### config.mk
export PLATFORM = sky130hd
export DESIGN_NAME = udp_plus_fix
export DESIGN_NICKNAME = d
export VERILOG_FILES = /design/src/rtl/udp_plus_fix.sv
export SDC_FILE = /design/constraint.sdc
export NUM_CORES = 2
export LEC_CHECK = 0
export CORE_AREA = 4 4 363 365
export DETAILED_ROUTE_END_ITERATION = 10
export DIE_AREA = 0 0 367 369
export GPL_TIMING_DRIVEN = 0
export PLACE_DENSITY = 0.62
export SYNTH_ARGS = -nofsm -noshare
export SYNTH_HDL_FRONTEND = slang
export SYNTH_SLANG_ARGS = --single-unit
### constraint.sdc
create_clock -name clk -period 11.43 [get_ports clk]
set_input_delay 3.429 -clock clk [delete_from_list [all_inputs] [get_ports clk]]
set_output_delay 3.429 -clock clk [all_outputs]
set_load 0.05 [all_outputs]
### src/rtl/udp_plus_fix.sv
// Streaming UDP + FIX 4.4 ingress parser: strips the 8-byte UDP header, tokenises
// tag=value fields and emits one decoded order per FIX message on registered outputs.
module udp_plus_fix #(
    parameter int SYM_BYTES  = 6,
    parameter int PRICE_FRAC = 4
) (
    input  logic                   clk,
    input  logic                   rst,
    input  logic [7:0]             data_in,
    input  logic                   valid_in,
    output logic                   fix_packet_done_in,
    output logic                   msg_valid,
    output logic                   msg_type,
    output logic [8*SYM_BYTES-1:0] symbol_id,
    output logic                   side,
    output logic [63:0]            price,
    output logic [63:0]            quantity,
    output logic [31:0]            order_id
);

    localparam int SW  = 8 * SYM_BYTES;
    localparam int SCW = $clog2(SYM_BYTES + 1);
    localparam int FW  = $clog2(PRICE_FRAC + 1);

    typedef enum logic [1:0] {HDR, TAG, VAL} state_e;

    state_e           state_q, state_d;
    logic [15:0]      cnt_q, cnt_d;
    logic [7:0]       lenHi_q, lenHi_d;
    logic [15:0]      len_q, len_d;
    logic [15:0]      tag_q, tag_d;
    logic             firstChar_q, firstChar_d;
    logic [63:0]      acc_q, acc_d;
    logic             fracOn_q, fracOn_d;
    logic [FW-1:0]    fracCnt_q, fracCnt_d;
    logic             typeOk_q, typeOk_d;
    logic             type_q, type_d;
    logic [SW-1:0]    sym_q, sym_d;
    logic [SCW-1:0]   symCnt_q, symCnt_d;
    logic             side_q, side_d;
    logic [63:0]      price_q, price_d;
    logic [63:0]      qty_q, qty_d;
    logic [31:0]      ordId_q, ordId_d;

    logic             msgValid_q, msgValid_d;
    logic             done_q, done_d;
    logic             outType_q, outType_d;
    logic [SW-1:0]    outSym_q, outSym_d;
    logic             outSide_q, outSide_d;
    logic [63:0]      outPrice_q, outPrice_d;
    logic [63:0]      outQty_q, outQty_d;
    logic [31:0]      outOrdId_q, outOrdId_d;

    logic             isDigit;
    logic             lastByte;
    logic             msgEnd;
    logic             clearMsg;
    logic [63:0]      digitVal;

    // Multiplier that brings a price with fd fraction digits up to PRICE_FRAC places.
    function automatic logic [63:0] fracScale(input logic [FW-1:0] fd);
        logic [63:0] p;
        p = 64'd1;
        for (int i = 0; i < PRICE_FRAC; i++) begin
            if (i >= int'(fd)) p = p * 64'd10;
        end
        return p;
    endfunction

    assign isDigit  = (data_in >= 8'h30) && (data_in <= 8'h39);
    assign digitVal = {60'd0, data_in[3:0]};
    // The header alone ends the datagram when its length field is 8 or less.
    assign lastByte = (state_q == HDR) ? ((cnt_q == 16'd7) && (len_q <= 16'd8))
                                       : ((cnt_q + 16'd1) == len_q);

    always_comb begin
        state_d     = state_q;
        cnt_d       = cnt_q;
        lenHi_d     = lenHi_q;
        len_d       = len_q;
        tag_d       = tag_q;
        firstChar_d = firstChar_q;
        acc_d       = acc_q;
        fracOn_d    = fracOn_q;
        fracCnt_d   = fracCnt_q;
        typeOk_d    = typeOk_q;
        type_d      = type_q;
        sym_d       = sym_q;
        symCnt_d    = symCnt_q;
        side_d      = side_q;
        price_d     = price_q;
        qty_d       = qty_q;
        ordId_d     = ordId_q;
        msgValid_d  = 1'b0;
        done_d      = 1'b0;
        outType_d   = outType_q;
        outSym_d    = outSym_q;
        outSide_d   = outSide_q;
        outPrice_d  = outPrice_q;
        outQty_d    = outQty_q;
        outOrdId_d  = outOrdId_q;
        msgEnd      = 1'b0;
        clearMsg    = 1'b0;

        if (valid_in) begin
            cnt_d = cnt_q + 16'd1;
            unique case (state_q)
                HDR: begin
                    if (cnt_q == 16'd4) lenHi_d = data_in;
                    if (cnt_q == 16'd5) len_d = {lenHi_q, data_in};
                    if (cnt_q == 16'd7) state_d = TAG;
                end
                TAG: begin
                    if (isDigit) begin
                        tag_d = tag_q * 16'd10 + {12'd0, data_in[3:0]};
                    end else if (data_in == 8'h3D) begin
                        state_d     = VAL;
                        acc_d       = 64'd0;
                        fracOn_d    = 1'b0;
                        fracCnt_d   = '0;
                        firstChar_d = 1'b1;
                        if (tag_q == 16'd55) begin
                            sym_d    = '0;
                            symCnt_d = '0;
                        end
                    end else if (data_in == 8'h01) begin
                        tag_d = 16'd0;
                    end
                end
                VAL: begin
                    if (data_in == 8'h01) begin
                        state_d = TAG;
                        tag_d   = 16'd0;
                        case (tag_q)
                            16'd44:  price_d = acc_q * fracScale(fracCnt_q);
                            16'd38:  qty_d   = acc_q;
                            16'd11:  ordId_d = acc_q[31:0];
                            16'd10:  msgEnd  = 1'b1;
                            default: ;
                        endcase
                    end else begin
                        firstChar_d = 1'b0;
                        case (tag_q)
                            16'd35: begin
                                if (firstChar_q) begin
                                    typeOk_d = (data_in == 8'h44) || (data_in == 8'h46);
                                    type_d   = (data_in == 8'h46);
                                end
                            end
                            16'd54: begin
                                if (firstChar_q) side_d = (data_in == 8'h32);
                            end
                            16'd55: begin
                                if (symCnt_q < SCW'(SYM_BYTES)) begin
                                    sym_d[(SYM_BYTES - 1 - int'(symCnt_q)) * 8 +: 8] = data_in;
                                    symCnt_d = symCnt_q + SCW'(1);
                                end
                            end
                            16'd44: begin
                                if (isDigit) begin
                                    if (!fracOn_q) begin
                                        acc_d = acc_q * 64'd10 + digitVal;
                                    end else if (fracCnt_q < FW'(PRICE_FRAC)) begin
                                        acc_d     = acc_q * 64'd10 + digitVal;
                                        fracCnt_d = fracCnt_q + FW'(1);
                                    end
                                end else if (data_in == 8'h2E) begin
                                    fracOn_d = 1'b1;
                                end
                            end
                            16'd38, 16'd11: begin
                                if (isDigit) acc_d = acc_q * 64'd10 + digitVal;
                            end
                            default: ;
                        endcase
                    end
                end
                default: state_d = HDR;
            endcase

            if (msgEnd) begin
                clearMsg = 1'b1;
                if (typeOk_q) begin
                    msgValid_d = 1'b1;
                    outType_d  = type_q;
                    outSym_d   = sym_q;
                    outSide_d  = side_q;
                    outPrice_d = price_q;
                    outQty_d   = qty_q;
                    outOrdId_d = ordId_q;
                end
            end

            // Datagram end wins over everything else and drops any partial message.
            if (lastByte) begin
                state_d  = HDR;
                cnt_d    = 16'd0;
                done_d   = 1'b1;
                clearMsg = 1'b1;
            end
        end

        if (clearMsg) begin
            tag_d       = 16'd0;
            acc_d       = 64'd0;
            fracOn_d    = 1'b0;
            fracCnt_d   = '0;
            firstChar_d = 1'b0;
            typeOk_d    = 1'b0;
            type_d      = 1'b0;
            sym_d       = '0;
            symCnt_d    = '0;
            side_d      = 1'b0;
            price_d     = 64'd0;
            qty_d       = 64'd0;
            ordId_d     = 32'd0;
        end
    end

    always_ff @(posedge clk) begin
        if (rst) begin
            state_q     <= HDR;
            cnt_q       <= 16'd0;
            lenHi_q     <= 8'd0;
            len_q       <= 16'd0;
            tag_q       <= 16'd0;
            firstChar_q <= 1'b0;
            acc_q       <= 64'd0;
            fracOn_q    <= 1'b0;
            fracCnt_q   <= '0;
            typeOk_q    <= 1'b0;
            type_q      <= 1'b0;
            sym_q       <= '0;
            symCnt_q    <= '0;
            side_q      <= 1'b0;
            price_q     <= 64'd0;
            qty_q       <= 64'd0;
            ordId_q     <= 32'd0;
            msgValid_q  <= 1'b0;
            done_q      <= 1'b0;
            outType_q   <= 1'b0;
            outSym_q    <= '0;
            outSide_q   <= 1'b0;
            outPrice_q  <= 64'd0;
            outQty_q    <= 64'd0;
            outOrdId_q  <= 32'd0;
        end else begin
            state_q     <= state_d;
            cnt_q       <= cnt_d;
            lenHi_q     <= lenHi_d;
            len_q       <= len_d;
            tag_q       <= tag_d;
            firstChar_q <= firstChar_d;
            acc_q       <= acc_d;
            fracOn_q    <= fracOn_d;
            fracCnt_q   <= fracCnt_d;
            typeOk_q    <= typeOk_d;
            type_q      <= type_d;
            sym_q       <= sym_d;
            symCnt_q    <= symCnt_d;
            side_q      <= side_d;
            price_q     <= price_d;
            qty_q       <= qty_d;
            ordId_q     <= ordId_d;
            msgValid_q  <= msgValid_d;
            done_q      <= done_d;
            outType_q   <= outType_d;
            outSym_q    <= outSym_d;
            outSide_q   <= outSide_d;
            outPrice_q  <= outPrice_d;
            outQty_q    <= outQty_d;
            outOrdId_q  <= outOrdId_d;
        end
    end

    assign fix_packet_done_in = done_q;
    assign msg_valid          = msgValid_q;
    assign msg_type           = outType_q;
    assign symbol_id          = outSym_q;
    assign side               = outSide_q;
    assign price              = outPrice_q;
    assign quantity           = outQty_q;
    assign order_id           = outOrdId_q;

endmodule

==> run metrics <==
gr ovfl total 0; Max Clock Freq 87.57 MHz; Final Core Density 0.5176; Worst R2R Setup Slack 10 ps; maxcap violations 1; CP required 11910 ps; num ports 223; vias per cell 5.588; Final Hold Fails 0; final wirelength 206300 microns; Post-Syn Area 57500 sq um; mux contribution to synthesized area 0.007247; reg2reg path depth 51; drt wl/cell 23.00 microns; clock buffers created by TritonCTS 66; Leakage 0.03019 uW; deepest clock path buffer count 3; hold-critical path depth 2; final setup violation count 0; main combinational cell family by area after synthesis adder cells; I/O Buffers 220; synthesized area per cell 8.374 sq um; worst hold path endpoint price[0]; status finished, violations left; initial antenna violation count 19; RR Endpoint price_q[62]; Final min period 11420 ps; CP startpoint kind flip-flop; First DRT Iteration DRCs 4102; Synth async-reset ratio 0; Final GP Congestion 1.000; maximum number of pins on one net before global-route repair 14; die area 135400 sq um; DRC 0; sum of buffers and inverters on the critical path 12; hold_sp price_q[0]; Root Driver clkbuf_16; CP max stage delay 590 ps; share of layout cells above drive strength 1 0.07058; final instance area 66680 sq um; Compound-Gate Fraction of Synth Area 0.1151; Crit Path Class reg2reg; Power Density 62.93 nW/um^2; peak supply drop 0.0001010 V; unrepaired setup endpoints after global routing yes; sequential fraction of the synthesis area 0.1925; Worst Path Max Fanout 7; clock sink count 553; Simple-Gate Fraction of Synth Area 0.2061; period utilisation layout 0.9990; Layout Skew 44.28 ps; dpl cell area 61860 sq um; htree depth 3; worst r2r src fracCnt_q[1]; CTS tree yes; starting density of the core 0.4463; Synth Area in XOR/XNOR 0.03421; Rows 132; Post-Syn Nets 8129; Die X 367 microns; Final Max Tran Viols 10; GRT Total Usage 0.2998; first-pass GRT wire length 310400 microns; FF+latch count, synth 553; CP Capture Type flip-flop; Post-Synthesis Cells 6866; Slew @ Worst Pin 1506 ps; hpwl dp 161500 microns; Worst slew margin -0.003772; core area 128800 sq um; crit-path leading delay family adder cells; worst hold path class reg2reg; Antenna Nets Post-Route 0; vias in the first global route 50.32k; CP Data Arrival Time 11900 ps; DR vias 50.11k; Yosys warning total 0; DIE HEIGHT 369 microns; area share of the largest cell type after synthesis 0.2455; Clk Latency, worst-skew pair 680 ps; Area Growth Syn to Fin 15.96%; post-synth top area cell fa_1; Critical-path top delay cell fa_1; Power, Total 4196 uW; NumNets Final 8496; clk slew on worst S/H paths 60 ps; Top FF cell, synth dfxtp_1; Adder-Cell Fraction of Synth Area 0.3645; Post-CTS Hold Fix Bufs 0; failing checks max-capacitance violations, max-slew violations; Post-synth EDFFs 0; count of TritonRoute iterations in the first routing pass 6; dominant cells by area after synthesis fa_1, dfxtp_1, ha_1; Synth cell types 99
worst max path at each step:
stage	start	to	slack, ps	cells past startpoint
3_3_place_gp	fracCnt_q[2]	price_q[63]	-4770	42
5_1_grt	fracCnt_q[1]	price_q[62]	-190	50
2_1_floorplan	fracCnt_q[2]	price_q[55]	9	48
4_1_cts	fracCnt_q[2]	price_q[55]	0.4	48
6_report	fracCnt_q[1]	price_q[62]	10	51
3_5_place_dp	fracCnt_q[2]	price_q[63]	-4770	42
worst reg2reg max path, delay by kind of cell, from the launching register on:
| family | cells | cell delay [ps] |
|---|---|---|
| flip-flops | 1 | 410 |
| AND/OR/NAND/NOR | 8 | 1220 |
| AO/OA/AOI/OAI | 14 | 2600 |
| multiplexers | 2 | 410 |
| adder cells (fa/ha/maj) | 15 | 5500 |
| buffers and inverters | 12 | 1140 |
cell usage after synthesis, types with 35 or more instances:
cell type	instances
ha_1	547
a22oi_1	91
inv_1	845
nor2_1	317
dfxtp_1	553
xor2_1	76
nand2_1	1188
and3_1	35
fa_1	705
a21o_1	77
nor3_1	70
nand4_1	36
clkbuf_1	357
xnor2_1	146
and2_1	553
a21oi_1	557
mux2i_1	36
nand3_1	93
o21ai_0	107
state kept, by name, indices dropped and copies added, names as in the netlist, 3 cells and up:
register	cells
acc_q	64
cnt_q	16
fracCnt_q	3
lenHi_q	8
len_q	16
ordId_q	32
order_id	32
price	64
price_q	64
qty_q	64
quantity	64
symCnt_q	3
sym_q	48
symbol_id	48
tag_q	16
per-stage QoR:
| step | worst slack [ps] | setup TNS (ps) | cells | hold slack (ps) |
|---|---|---|---|---|
| global route | -187.9 | -1274 | 8962 | 464.2 |
| detailed placement | -4772 | -174490 | 8764 | 442.6 |
| floorplan | 8.897 | 0 | 6866 | 432.1 |
| global placement | -4768 | -174420 | 8761 | 437.6 |
| finish | 10.94 | 0 | 8968 | 446.0 |
| CTS | 0.4334 | 0 | 8914 | 435.4 |
final cells by class:
type	instances	area, sq um
clock buffers	85	1813
repair buffers	308	3012
plain buffers	364	1882
flip-flops and latches	553	11080
well taps	1675	2096
fillers	12170	62150
clock inverters	33	392.9
diodes	10	25.02
inverters	847	3189
multi-input cells	5093	43180
logic make-up (layout without fill, tap and decap cells):
group	after synthesis	in the layout
buffers and inverters	1220	1637
XOR/XNOR	223	223
other	1	11
multiplexers	41	41
flip-flops	553	553
adder cells (fa/ha/maj)	1252	1252
AND/OR/NAND/NOR	2490	2490
AO/OA/AOI/OAI	1086	1086
what timing repair did:
item                       4_1_cts  5_1_grt
gates resized for setup        239      205
cloned                           0        2
setup endpoints to repair       54       31
setup buffers                   37       50
pin swaps                       48      138
placed cells by master, fill, tap and decap left out, types with 36 or more instances in the layout:
master / n
nor3_1: 63
a22oi_1: 90
clkbuf_1: 310
xor2_1: 73
o21ai_0: 90
and2_1: 545
ha_1: 478
dfxtp_1: 550
ha_4: 49
inv_1: 830
xnor2_1: 140
nand2_1: 1181
a21oi_1: 525
nand4_1: 36
buf_4: 76
clkdlybuf4s50_1: 220
nor2_1: 306
clkbuf_16: 78
mux2i_1: 36
a21o_1: 77
nand3_1: 92
fa_1: 695
power breakdown:
part / internal (uW) / switching (uW)
Clock: 1230 / 933
Sequential: 1930 / 0.951
Combinational: 23.5 / 77.5
layer usage:
metal	global-route usage	routed length (microns)	vias to the layer above
met5	0	203	-
met4	0.1170	9570	10
met3	0.08733	21420	483
met2	0.4694	90290	2136
met1	0.3916	84810	24650
li1	-	-	22830
Note: power is estimated with default switching activity, not from simulation.
